===== config.mk =====
export PLATFORM = sky130hd
export DESIGN_NAME = muldiv_seq_ctrl
export DESIGN_NICKNAME = d
export VERILOG_FILES = /design/src/rtl/muldiv_seq_ctrl.sv
export SDC_FILE = /design/constraint.sdc
export NUM_CORES = 1
export LEC_CHECK = 0
export ABC_AREA = 0
export BUFFER_PORTS_ARGS = -buffer_cell sky130_fd_sc_hd__buf_2
export CAP_MARGIN = 20
export CORE_MARGIN = 3
export CORE_UTILIZATION = 25
export CTS_CLUSTER_SIZE = 24
export DETAILED_ROUTE_END_ITERATION = 16
export RECOVER_POWER = 50
export SLEW_MARGIN = 0
export SYNTH_ARGS = -nofsm -noshare
export SYNTH_HDL_FRONTEND = slang
export SYNTH_SLANG_ARGS = --single-unit

===== constraint.sdc =====
create_clock -name clk -period 12.7 [get_ports clk]
set_clock_uncertainty 0.05 [all_clocks]
set_input_delay 1.27 -clock clk [delete_from_list [all_inputs] [get_ports clk]]
set_output_delay 1.27 -clock clk [all_outputs]
set_load 0.1 [all_outputs]

===== src/rtl/muldiv_seq_ctrl.sv =====
// muldiv_seq_ctrl: multi-cycle RV32M multiply/divide sequencer.
// Ports: clk, reset, start, funct3, SrcA, SrcB, kill -> busy, stall, done, Result.
module muldiv_seq_ctrl #(
   parameter int DATA_WIDTH = 32,
   parameter int CNT_WIDTH  = 6
) (
   input  logic                  clk,
   input  logic                  reset,
   input  logic                  start,
   input  logic [2:0]            funct3,
   input  logic [DATA_WIDTH-1:0] SrcA,
   input  logic [DATA_WIDTH-1:0] SrcB,
   input  logic                  kill,
   output logic                  busy,
   output logic                  stall,
   output logic                  done,
   output logic [DATA_WIDTH-1:0] Result
);

   localparam int W = DATA_WIDTH;
   localparam logic [CNT_WIDTH-1:0] LAST = CNT_WIDTH'(W - 1);

   typedef enum logic [1:0] {IDLE, CALC, FIX, DONE} state_t;

   state_t               r_state;
   logic [CNT_WIDTH-1:0] r_cnt;
   logic [2:0]           r_f3;
   logic [W-1:0]         r_opa;
   logic [W-1:0]         r_opb;
   logic [2*W-1:0]       r_acc;
   logic                 r_neg;
   logic [W-1:0]         r_result;
   logic                 r_busy;
   logic                 r_done;

   logic         w_sgn_a, w_sgn_b, w_neg_a, w_neg_b;
   logic         w_is_div, w_is_rem, w_div0, w_ovf, w_neg_rec;
   logic [W-1:0] w_mag_a, w_mag_b, w_fast;
   logic [W:0]   w_msum;
   logic [W:0]   w_rsh;
   logic [W-1:0] w_sub;
   logic         w_ge;
   logic [2*W-1:0] w_prod;
   logic [W-1:0] w_dsel, w_dres, w_fix;

   // Signedness per operand: MULH/DIV/REM sign both, MULHSU only rs1.
   assign w_sgn_a = (funct3 == 3'b001) | (funct3 == 3'b010) |
                    (funct3 == 3'b100) | (funct3 == 3'b110);
   assign w_sgn_b = (funct3 == 3'b001) | (funct3 == 3'b100) |
                    (funct3 == 3'b110);
   assign w_neg_a = w_sgn_a & SrcA[W-1];
   assign w_neg_b = w_sgn_b & SrcB[W-1];
   assign w_mag_a = w_neg_a ? -SrcA : SrcA;
   assign w_mag_b = w_neg_b ? -SrcB : SrcB;

   assign w_is_div = funct3[2];
   assign w_is_rem = funct3[2] & funct3[1];
   // Remainder sign follows the dividend; everything else uses the xor.
   assign w_neg_rec = w_is_rem ? w_neg_a : (w_neg_a ^ w_neg_b);

   assign w_div0 = w_is_div & (SrcB == '0);
   assign w_ovf  = ((funct3 == 3'b100) | (funct3 == 3'b110)) &
                   (SrcA == {1'b1, {(W-1){1'b0}}}) & (SrcB == '1);
   assign w_fast = w_div0 ? (w_is_rem ? SrcA : '1)
                          : (w_is_rem ? '0 : SrcA);

   // Multiply step: add multiplicand into the high half, shift right.
   assign w_msum = {1'b0, r_acc[2*W-1:W]} +
                   {1'b0, (r_opb[0] ? r_opa : '0)};

   // Divide step: shift next dividend bit into the partial remainder.
   assign w_rsh = {r_acc[2*W-1:W], r_opa[W-1]};
   assign w_ge  = (w_rsh >= {1'b0, r_opb});
   assign w_sub = w_rsh[W-1:0] - r_opb;

   assign w_prod = r_neg ? -r_acc : r_acc;
   assign w_dsel = r_f3[1] ? r_acc[2*W-1:W] : r_acc[W-1:0];
   assign w_dres = r_neg ? -w_dsel : w_dsel;
   assign w_fix  = r_f3[2] ? w_dres :
                   (r_f3[1:0] == 2'b00) ? w_prod[W-1:0] :
                   w_prod[2*W-1:W];

   always_ff @(posedge clk) begin
      if (reset) begin
         r_state  <= IDLE;
         r_cnt    <= '0;
         r_f3     <= '0;
         r_opa    <= '0;
         r_opb    <= '0;
         r_acc    <= '0;
         r_neg    <= 1'b0;
         r_result <= '0;
         r_busy   <= 1'b0;
         r_done   <= 1'b0;
      end else begin
         r_done <= 1'b0;
         case (r_state)
            IDLE: begin
               if (start & ~kill) begin
                  r_f3   <= funct3;
                  r_busy <= 1'b1;
                  if (w_div0 | w_ovf) begin
                     r_result <= w_fast;
                     r_done   <= 1'b1;
                     r_state  <= DONE;
                  end else begin
                     r_opa   <= w_mag_a;
                     r_opb   <= w_mag_b;
                     r_neg   <= w_neg_rec;
                     r_acc   <= '0;
                     r_cnt   <= '0;
                     r_state <= CALC;
                  end
               end
            end
            CALC: begin
               if (kill) begin
                  r_busy  <= 1'b0;
                  r_state <= IDLE;
               end else begin
                  if (!r_f3[2]) begin
                     r_acc <= {w_msum, r_acc[W-1:1]};
                     r_opb <= r_opb >> 1;
                  end else begin
                     r_acc[2*W-1:W] <= w_ge ? w_sub : w_rsh[W-1:0];
                     r_acc[W-1:0]   <= {r_acc[W-2:0], w_ge};
                     r_opa          <= r_opa << 1;
                  end
                  r_cnt <= r_cnt + CNT_WIDTH'(1);
                  if (r_cnt == LAST) r_state <= FIX;
               end
            end
            FIX: begin
               if (kill) begin
                  r_busy  <= 1'b0;
                  r_state <= IDLE;
               end else begin
                  r_result <= w_fix;
                  r_done   <= 1'b1;
                  r_state  <= DONE;
               end
            end
            DONE: begin
               r_busy  <= 1'b0;
               r_state <= IDLE;
            end
            default: begin
               r_busy  <= 1'b0;
               r_state <= IDLE;
            end
         endcase
      end
   end

   assign busy   = r_busy;
   assign done   = r_done;
   assign Result = r_result;
   assign stall  = (start & (r_state == IDLE)) |
                   (r_state == CALC) | (r_state == FIX);

endmodule


# Word level (Yosys, flattened, before mapping)

Index checks and enable logic that the tools add are counted.

Add/sub/neg operators: 7
Order comparisons: 1
Equal/unequal tests: 19
Mux-type cells: 49
Bitwise operators: 20
Reduce and logical (&&, ||, !) cells: 14

Operators with widths:

| operator             | number |
|---|---|
| $mux 32              | 22 |
| $mux 64              | 5 |
| $pmux 32 s2          | 3 |
| $pmux 64 s2          | 1 |
| $neg 32->32          | 3 |
| $eq 32x32->1 const B | 2 |
| $neg 64->64          | 1 |
| $add 32x32->33       | 1 |
| $ge 33x32->1         | 1 |
| $logic_not 32->1     | 1 |
| $sub 32x32->32       | 1 |
| $mux 6               | 3 |
| $ne 2x2->1 const B   | 7 |
| $pmux 6 s2           | 1 |
| $mux 2               | 5 |
| $reduce_and 5->1     | 2 |
| $or 1x1->1           | 9 |
| $and 1x1->1          | 8 |
| $pmux 2 s4           | 1 |
| $reduce_and 4->1     | 2 |
| $add 6x1->6 const B  | 1 |
| $eq 3x3->1 const B   | 2 |
| $eq 6x5->1 const B   | 1 |
| $mux 1               | 6 |
| other kinds (15)     | 21 |

Bits in registers: 174
Output and inout bits: 35
Word-level logic and storage cells: 120

# Logic depth before layout (Yosys ltp)

Gate-level depths: netlist of the first run.

Depth after elaboration: 9
Depth in mapped cells: 17
Depth with buffers taken out: 13

# Worst setup path after synthesis of the first run

OpenSTA, ideal clock, no wires.

Path type: register -> register
Start: reg r_f3[1]
End: reg r_result[18], in the netlist Result[18]
Arrival time: 4.005 ns
Data required time: 12.580 ns
Slack: 8.575 ns
Cell stages (with the launch flop): 17
Period minus slack after synthesis: 4.125 ns
Cell sequence: dfxtp_1 buf_2 buf_1 clkbuf_1 buf_2 buf_1 buf_1 nor2_1 a21oi_1 ha_1 o211ai_1 or3_1 o31ai_1 xor2_1 nor2_1 or4_1 a21oi_1

Word-level cells in the longest chain between the ends: 6

RTL lines:

| what                   | line | source |
|---|---|---|
| from (decl)            | 27   | `logic [2:0] r_f3;` |
| from (signal assigned) | 100  | `r_f3 <= funct3;` |
| $mux 32                | 77   | `assign w_dsel = r_f3[1] ? r_acc[2*W-1:W] : r_acc[W-1:0];` |
| $neg 32->32            | 78   | `assign w_dres = r_neg ? -w_dsel : w_dsel;` |
| $mux 32                | 78   |  |
| $mux 32 (*)            | 79   | `assign w_fix = r_f3[2] ? w_dres :` |
| $mux 32 (*)            | 134  | `if (kill) begin` |
| $pmux 32 s2 (*)        | 97   | `case (r_state)` |
| to (signal assigned)   | 103  | `r_result <= w_fast;` |
| to (signal assigned)   | 138  | `r_result <= w_fix;` |
| to (decl)              | 32   | `logic [W-1:0] r_result;` |

Every way passes the cells marked *; elsewhere a longest branch is shown, timed or not. The select of a mux whose other input is x is not followed.
A chain may end at the register's enable or synchronous reset.

# Final worst setup path of the first run

Start: reg r_state[1]
End: reg r_acc[63]

Word-level cells in the longest chain between the ends: 3

RTL lines:

| what                                                                    | line | source |
|---|---|---|
| from (decl)                                                             | 25   | `state_t r_state;` |
| from (signal assigned)                                                  | 85   | `r_state <= IDLE;` |
| from (signal assigned)                                                  | 105  | `r_state <= DONE;` |
| from (signal assigned)                                                  | 112  | `r_state <= CALC;` |
| $eq 2x1->1 / $logic_not 2->1 (equally long branches)                    | 97   |  |
| $ne 2x2->1 (no source line) / $reduce_bool 2->1 (equally long branches) | --   |  |
| $reduce_and 4->1 (no source line)                                       | --   |  |
| to (signal assigned)                                                    | 122  | `r_acc <= {w_msum, r_acc[W-1:1]};` |
| to (signal, indexed assignment)                                         | 125  | `r_acc[2*W-1:W] <= w_ge ? w_sub : w_rsh[W-1:0];` |
| to (signal, indexed assignment)                                         | 126  | `r_acc[W-1:0] <= {r_acc[W-2:0], w_ge};` |
| to (decl)                                                               | 30   | `logic [2*W-1:0] r_acc;` |

Parallel ways exist; a longest one is shown, timed or not.

==> results.ini, run 1 <==
[critical_path]
reg2reg_from=r_state[1]
path_max_fanout=78
critPathMaxStageDelay_ps=2450
crit_type=reg2reg
crit_chain=inv_1 > ha_1 > clkbuf_1 > inv_1 > clkbuf_1 > or4_1 > o21ai_0
crit_start=r_state[1]
startpoint_type=flop
cp_slowest_cell=clkbuf_1
worstPathRequired_ps=13050
cp.arrival_ps=7660
crit_path_end_kind=flop

[cells_and_area]
final_area_mm2=0.0182
drive_gt1_share_pct=8.00
fin_cells=3206
syn_to_final_growth_pct=9.87
diodes=0
fin_nets=2486

[min_path]
hold_path.startpoint=r_opb[5]
min_path_type=reg2reg

[logic_synthesis]
yosys.area.top_type=dfxtp_1
synthTopCellsByArea=dfxtp_1 (21%), nand2_1 (7.7%), a21oi_1 (7.2%)
yosysMostFrequentCell=nand2_1
synthDominantCellAreaShare_pct=21.0
synth_cell_type_count=85
yosysWarnings=0
ys_seq_area_share_pct=21.0
postSynth.asyncResetShare_pct=0
synth_edf_count=0
synthTopCellsByCount=nand2_1 (341), a21oi_1 (240), o21ai_0 (190)
syn_area_per_cell_um2=7.00
synth_area_mm2=0.0166
yosys_most_used_dff=dfxtp_1
synth_fp_nets=2519
ys_ff_latch=174
netlist_instances=2371

[cts]
h-tree-depth=4
cts_resized=0
cts_hold_buf=0
path_clk_slew_ps=70
post_cts_buffers=0
clk_path_buf_depth=2
tritoncts=built
root_buffer=clkbuf_16
numCtsBuffers=17
cts_sinks=174
clock_latency_ps=470

[floorplanning]
core-area_mm2=0.0650
die_area_mm2=0.0695
start_util_pct=25.5
io_pins=106
rows=93
die_height_um=264
die-width_um=264

[global_route]
grt_pass1_wl_um=96100
grt.overflow.total=0
grt_max_degree=81
grt_usage_pct=17.3
antenna_found_initial=2
grt_pass1_vias=16300

[detailed_routing]
num_vias=17800
routedWlPerCell_um=19.6
vias_per_cell=5.54
drcViolationCount=0
finalWirelength_um=62700
dr.pass1.iters=5
drt_first_iter_violations=1746
postRouteAntennaNets=0

[status]
status=finished with violations
violations=capacitance limit, slew limit

[sta]
fmax_mhz=137
fin_crit_sh_pct=57.6
post-route-min-period_ps=7310
finalSetupViolations=0
hold_violations=0
setup_tns_ps=0
whs_ps=408
rsz0062_at_grt=false
relSlewSlack_pct=-127
final_max_slew_viol_count=329
worstMarginPinSlew_ps=3410

[placed_design]
dp.cells=3172
io_buffers=105
dp.final_hpwl_um=46700
dpl-instance-area_mm2=0.0178
place_congestion=0.952

[power]
peakVddDrop_mv=0.153
power.density_mw_per_mm2=145
p_leak_nw=6.80
p_total_mw=2.65

[job]
cap_violations=7

cell families (layout without fill, tap and decap cells):
kind of cell,after synthesis,in the layout,share of synthesized area (%)
AOI/OAI and AO/OA,754,754,28.2
adders and majority gates,77,77,5.89
DFF,174,174,21.0
buffers and inverters,256,236,5.99
and+or+nand+nor,859,859,24.7
muxes,83,83,5.29
xor gates and xnor gates,168,168,8.86
metrics by stage:
stage	worst slack, ps	util [%]
finish	5390	28.0
global route	4770	28.0
CTS	7660	28.2
detailed placement	7180	27.3
global placement	7190	27.2
floorplan	8570	-
placed cells by master (no fill, tap or decap), types with 10 or more instances in the layout:
master,count
a211oi_1,27
a21o_1,24
a21oi_1,239
a22oi_1,19
a31oi_1,25
and2_1,39
and3_1,12
buf_2,68
buf_4,18
clkbuf_1,44
clkbuf_16,17
dfxtp_1,171
ha_1,75
inv_1,71
mux2_2,38
mux2i_1,45
nand2_1,341
nand2b_1,20
nand3_1,66
nand4_1,17
nor2_1,157
nor2b_1,19
nor3_1,66
nor3b_1,14
nor4_1,14
o211ai_1,49
o21a_1,18
o21ai_0,190
o221ai_1,11
o22ai_1,19
o31ai_1,35
o41ai_1,16
or2_2,10
or3_1,30
or4_1,24
xnor2_1,80
xor2_1,88
critical path: cells and delay by family (launching register included):
kind                       cells  cell delay [ps]
buffers and inverters          4             4930
adders and majority gates      1              940
and+or+nand+nor                1              760
DFF                            1              320
AOI/OAI and AO/OA              1              150
metal layers:
metal	vias up	track usage [%]	share of wire, %
li1	8507	-	-
met1	8430	23.6	45
met5	-	0	0.011
met2	724	26.8	44
met3	114	3.35	7.5
met4	2	6.56	3.6
where the power goes:
group	internal (mW)	switching [mW]
sequential	0.609	0.0628
clock	0.276	0.257
combinational	0.447	0.996
final cells by class:
| class | count | area [µm²] |
|---|---|---|
| multi-input cells | 1941 | 12100 |
| inverters | 71 | 267 |
| repair buffers | 133 | 718 |
| flip-flops and latches | 174 | 3490 |
| well taps | 855 | 1070 |
| clock inverters | 13 | 113 |
| clock buffers | 19 | 443 |
| fillers | 7138 | 46800 |
registers in the layout, indices dropped and copies added (netlist names):
| signal | count |
|---|---|
| r_acc | 64 |
| Result | 32 |
| busy | 1 |
| r_state | 2 |
| done | 1 |
| r_cnt | 6 |
| r_f3 | 3 |
| r_opb | 32 |
| r_neg | 1 |
| r_opa | 32 |
final timing paths:
| check | endpoint | slack [ps] | depth (start not counted) |
|---|---|---|---|
| min reg2reg | r_opb[5] | 410 | 2 |
| max | r_acc[63] | 5390 | 7 |
| min | r_opb[5] | 410 | 2 |
| max reg2reg | r_acc[63] | 5390 | 7 |
Note: power is estimated with default switching activity, not from simulation.
==> run 2: changes to the inputs <==
==> constraint.sdc (replaced) <==
create_clock -name clk -period 6 [get_ports clk]
set_clock_uncertainty 0.05 [all_clocks]
set_input_delay 0.6 -clock clk [delete_from_list [all_inputs] [get_ports clk]]
set_output_delay 0.6 -clock clk [all_outputs]
set_load 0.1 [all_outputs]
==> run 2 against run 1 <==
  * The run still ends with capacitance limit, slew limit left
  * Critical endpoint is now r_opa[17]
  * First-iteration DRC count increased by 6.9%
  * Count of clock-buffer cells in the layout increased by 2
  * Critical path depth increased by 4
  * Sequential power increased by 110%
==> results.ini, run 2 (synthesis results as in run 1) <==
[floorplanning]
die_height_um=264
die_area_mm2=0.0695
rows=93
io_pins=106
core-area_mm2=0.0650
start_util_pct=25.5
die-width_um=264

[global_route]
grt.overflow.total=0
grt_max_degree=81
grt_pass1_wl_um=96500
grt_pass1_vias=16300
grt_usage_pct=17.3
antenna_found_initial=1

[critical_path]
critPathTopFamily=simple AND/OR/NAND/NOR gates
critPathMaxStageDelay_ps=900
cp_slowest_cell=or4_1
crit_chain=clkbuf_1 > nor4_1 > nand4_1 > or4_1 > o22ai_1 > o22ai_1 > buf_4 > and2_1 > buf_8 > o211ai_1 > a21oi_1
path_buf_inv=3
crit_type=in2reg
path_max_fanout=40
worstPathRequired_ps=6120
cp.arrival_ps=5020
startpoint_type=input pin
crit_path_end_kind=flop
cp_common_cell=o22ai_1

[sta]
relSlewSlack_pct=-152
fin_crit_sh_pct=81.7
finalSetupViolations=0
worstMarginPinSlew_ps=3770
whs_ps=404
fmax_mhz=204
final_max_slew_viol_count=143
setup_slack_ps=1100
rsz0062_at_grt=false
post-route-min-period_ps=4900
hold_violations=0
setup_tns_ps=0

[detailed_routing]
vias_per_cell=5.57
postRouteAntennaNets=0
finalWirelength_um=62400
drcViolationCount=0
num_vias=17900
drt_first_iter_violations=1866
routedWlPerCell_um=19.5
dr.pass1.iters=7

[power]
p_leak_nw=6.83
peakVddDrop_mv=0.330
power.density_mw_per_mm2=306
p_total_mw=5.59

[cells_and_area]
fin_cells=3210
diodes=0
fin_nets=2491
drive_gt1_share_pct=8.49
final_common_cell=nand2_1
syn_to_final_growth_pct=10.3
num-fill-cells=7192
final_cell_mix=nand2_1 (341), a21oi_1 (239), o21ai_0 (190)
largest_register_ffs=64
top_register=r_acc

[cts]
cts_hold_buf=0
clk_path_buf_depth=2
cts_sinks=174
clock_latency_ps=470
numCtsBuffers=17
tritoncts=built
h-tree-depth=4
path_clk_slew_ps=70
root_buffer=clkbuf_16
post_cts_buffers=0
cts_resized=0

[status]
status=finished with violations
violations=capacitance limit, slew limit

[placed_design]
place_congestion=0.982
dp.final_hpwl_um=46900
dp_slack_ps=1450
dp.cells=3177
io_buffers=105

[min_path]
min_path_type=reg2reg

[job]
cap_violations=2

-- run 2: cell count changes in the layout (fill, tap and decap cells not counted), moves of 2 or more --
cell and delta:
clkinvlp_4 +2, clkbuf_1 -6, clkinv_4 +3, buf_8 +2
clkinv_2 -6, buf_4 +9
-- run 2: through the flow --
stage                     area (µm²)  utilization (%)
after CTS                      18400             28.2
after floorplan                16600                -
after global routing           18300             28.1
after detailed placement       17800             27.4
final                          18300             28.1
after global placement         17800             27.3
-- run 2: final timing paths --
kind | start | endpoint | slack, ps | depth (start not counted)
setup / recovery | SrcB[4] | r_opa[17] | 1100 | 11
hold / removal | r_opb[7] | r_opb[7] | 400 | 2
setup reg to reg | r_f3[1] | Result[26] | 1750 | 9
hold reg to reg | r_opb[7] | r_opb[7] | 400 | 2
-- run 2: area by class of cell --
class	count	area [µm²]	share of cell area (%)
clock buffer	21	460	2.52
clock inverter	10	82.6	0.451
inverter	71	267	1.46
multi-input combinational	1941	12200	66.4
sequential	174	3490	19.1
tap	855	1070	5.85
timing repair buffer	138	781	4.27
-- run 2: worst register-to-register path, cell delays in order (launching register included) --
cell and delay [ps]:
dfxtp_2 930, mux2i_1 340, ha_1 240, o211ai_1 220, nor4_1 820, nand2_1 310, o31ai_1 480, xor2_1 120
a21oi_1 340, o22ai_1 140
-- run 2: power by group --
| group | internal (mW) | total [mW] | switching, mW |
|---|---|---|---|
| Combinational | 0.975 | 3.07 | 2.10 |
| Sequential | 1.29 | 1.43 | 0.138 |
| Clock | 0.555 | 1.09 | 0.539 |
-- run 2: layer usage --
metal	global-route usage (%)	wire length (µm)	part of all wire [%]	up-vias
li1	-	-	-	8500
met1	24.0	28200	45	8509
met2	27.1	27300	44	760
met3	2.37	4530	7.3	120
met4	6.75	2470	4.0	2
met5	0	13	0.021	-
==> run 3: changes to the inputs <==
--- a/config.mk
+++ b/config.mk
@@ -5,7 +5,7 @@
 export SDC_FILE = /design/constraint.sdc
 export NUM_CORES = 1
 export LEC_CHECK = 0
-export ABC_AREA = 0
+export ABC_AREA = 1
 export BUFFER_PORTS_ARGS = -buffer_cell sky130_fd_sc_hd__buf_2
 export CAP_MARGIN = 20
 export CORE_MARGIN = 3
==> constraint.sdc (replaced) <==
create_clock -name clk -period 4.5 [get_ports clk]
set_clock_uncertainty 0.05 [all_clocks]
set_input_delay 0.45 -clock clk [delete_from_list [all_inputs] [get_ports clk]]
set_output_delay 0.45 -clock clk [all_outputs]
set_load 0.1 [all_outputs]
==> run 3 against run 2 <==
  * The flow still finishes with violations (capacitance limit, slew limit)
  * Synthesized cell count grew 41%
  * Worst setup slack worse by 460 ps
  * Core utilization down 0.18 points
  * Count of clock-buffer cells in the layout shrank 3
  * Power up 140%
  * Final area is 12% higher
  * Register-to-register slack worse by 1100 ps
  * Global-route usage is 3.3 points higher
  * Final cell count rose by 35%
  * Critical path depth shrank 6
==> results.ini, run 3 <==
[sta]
hold_violations=0
worstMarginPinSlew_ps=2330
fmax_mhz=259
finalSetupViolations=0
relSlewSlack_pct=-55.4
post-route-min-period_ps=3860
setup_tns_ps=0
rsz0062_at_grt=false
final_max_slew_viol_count=68
fin_crit_sh_pct=85.7

[cells_and_area]
final_common_cell=nand2_1
drive_gt1_share_pct=5.40
seqCellArea_mm2=0.00348
multi_input_area_mm2=0.0131
fin_nets=3507
syn_to_final_growth_pct=10.2
largest_register_ffs=64
num-fill-cells=8398
top_register=r_acc
utilization_pct=28.0
final_cell_mix=nand2_1 (864), nor2_1 (422), a21oi_1 (351)

[min_path]
min_path_type=in2reg

[floorplanning]
core-area_mm2=0.0732
start_util_pct=25.4
io_pins=106
rows=99
die_area_mm2=0.0776
die_height_um=279
die-width_um=279

[placed_design]
place_congestion=1.06
io_buffers=105
dp.final_hpwl_um=65000

[logic_synthesis]
yosysMostFrequentCell=nand2_1
synth_cell_type_count=49
synthDominantCellAreaShare_pct=18.8
syn_area_per_cell_um2=5.57
netlist_instances=3335
synth_area_mm2=0.0186
synthMuxAreaShare_pct=0
postSynth.asyncResetShare_pct=0
ys_ff_latch=174
synthTopCellsByArea=dfxtp_1 (19%), nand2_1 (17%), a21oi_1 (9.4%)
synthTopCellsByCount=nand2_1 (863), nor2_1 (421), a21oi_1 (350)
yosys_most_used_dff=dfxtp_1
synth_top_family_by_area=simple AND/OR/NAND/NOR gates
yosys.area.top_type=dfxtp_1
synth-simple-area-share_pct=39.3
synth_compound_area_share_pct=22.4
synth_fp_nets=3483
ys_seq_area_share_pct=18.8
synthAdderAreaFrac_pct=5.27
yosys.area_share.xor_xnor_pct=3.77
synth_edf_count=0
yosysWarnings=0

[critical_path]
worstPathRequired_ps=4770
crit_path_end_kind=flop
crit_chain=clkinv_1 > clkbuf_1 > nand3_1 > nand3_1 > a21oi_1
cp.arrival_ps=4130
critPathMaxStageDelay_ps=1680
r2r_setup_slack_ps=640
cp_common_cell=nand3_1
critPathTopFamily=buffers and inverters
path_max_fanout=37
cp_slowest_cell=clkbuf_1
path_buf_inv=2
startpoint_type=flop
crit_type=reg2reg

[cts]
clk_path_buf_depth=2
numCtsBuffers=17
cts_hold_buf=0
tritoncts=built
path_clk_slew_ps=70
cts_resized=0
root_buffer=clkbuf_16
clock_latency_ps=480
cts_sinks=174
h-tree-depth=4
post_cts_buffers=0

[detailed_routing]
vias_per_cell=5.31
finalWirelength_um=82900
routedWlPerCell_um=19.1
postRouteAntennaNets=0
drcViolationCount=0
dr.pass1.iters=6
drt_first_iter_violations=2770
num_vias=23000

[power]
p_sw_mw=8.01
swShare_pct=60.4
combPwrFrac_pct=68.9
seqPwrFrac_pct=19.1
power_frac_clock_pct=11.9
peakVddDrop_mv=0.391
p_leak_nw=9.25
power.internal_mw=5.26
power.density_mw_per_mm2=648

[global_route]
grt.overflow.total=0
grt_pass1_wl_um=125000
grt_usage_pct=20.6
grt_pass1_vias=20600
antenna_found_initial=0
grt_max_degree=78

[job]
cap_violations=2

[status]
violations=capacitance limit, slew limit
status=finished with violations

## run 3: power groups by stage
| stage | Combinational (mW) | Sequential, mW | Clock, mW |
|---|---|---|---|
| 5_1_grt | 10.1 | 2.60 | 1.64 |
| 3_5_place_dp | 8.86 | 2.54 | 0 |
| 6_report | 9.15 | 2.54 | 1.58 |
| 2_1_floorplan | 6.19 | 2.64 | 0 |
| 3_3_place_gp | 8.87 | 2.54 | 0 |
| 4_1_cts | 8.91 | 2.52 | 1.59 |
## run 3: final cells by class
type / count / share of cell area (%)
diodes: 1 / 0.0122
multi-input cells: 2678 / 64.1
repair buffers: 147 / 3.85
flip-flops and latches: 174 / 17.0
clock inverters: 14 / 0.746
clock buffers: 18 / 2.15
inverters: 341 / 6.26
well taps: 959 / 5.86
## run 3: worst min-delay path: stages
cell and delay [ps]:
buf_2 140, nand3_1 90, a21oi_1 50
## run 3: worst paths after layout
| check | startpoint | depth (start not counted) | end |
|---|---|---|---|
| max | r_f3[2] | 5 | r_acc[60] |
| min | SrcA[0] | 3 | r_opa[0] |
| max reg2reg | r_f3[2] | 5 | r_acc[60] |
| min reg2reg | Result[28] | 2 | Result[28] |
## run 3: routing by layer
layer / vias to the layer above / track usage [%] / part of all wire, %
met1: 10600 / 27.2 / 42
met3: 233 / 3.36 / 8.3
li1: 11100 / - / -
met5: - / 0 / 0
met2: 1091 / 32.3 / 43
met4: 0 / 11.1 / 6.1
## run 3: kinds of logic after synthesis
family / after synthesis
fa+ha+maj: 77
xor+xnor: 80
simple gates: 1734
flops: 174
compound gates: 787
buf+inv: 483
## run 3: metrics by stage
stage	total power, mW	hold WS (ps)	cell area, µm²	instances	setup WS [ps]
after floorplan	8.83	387	18600	3335	1730
after global placement	11.4	404	20000	4299	976
after detailed placement	11.4	406	20000	4299	984
after CTS	13.0	247	20600	4331	1210
after global routing	14.3	275	20500	4331	400
final	13.3	259	20500	4332	642
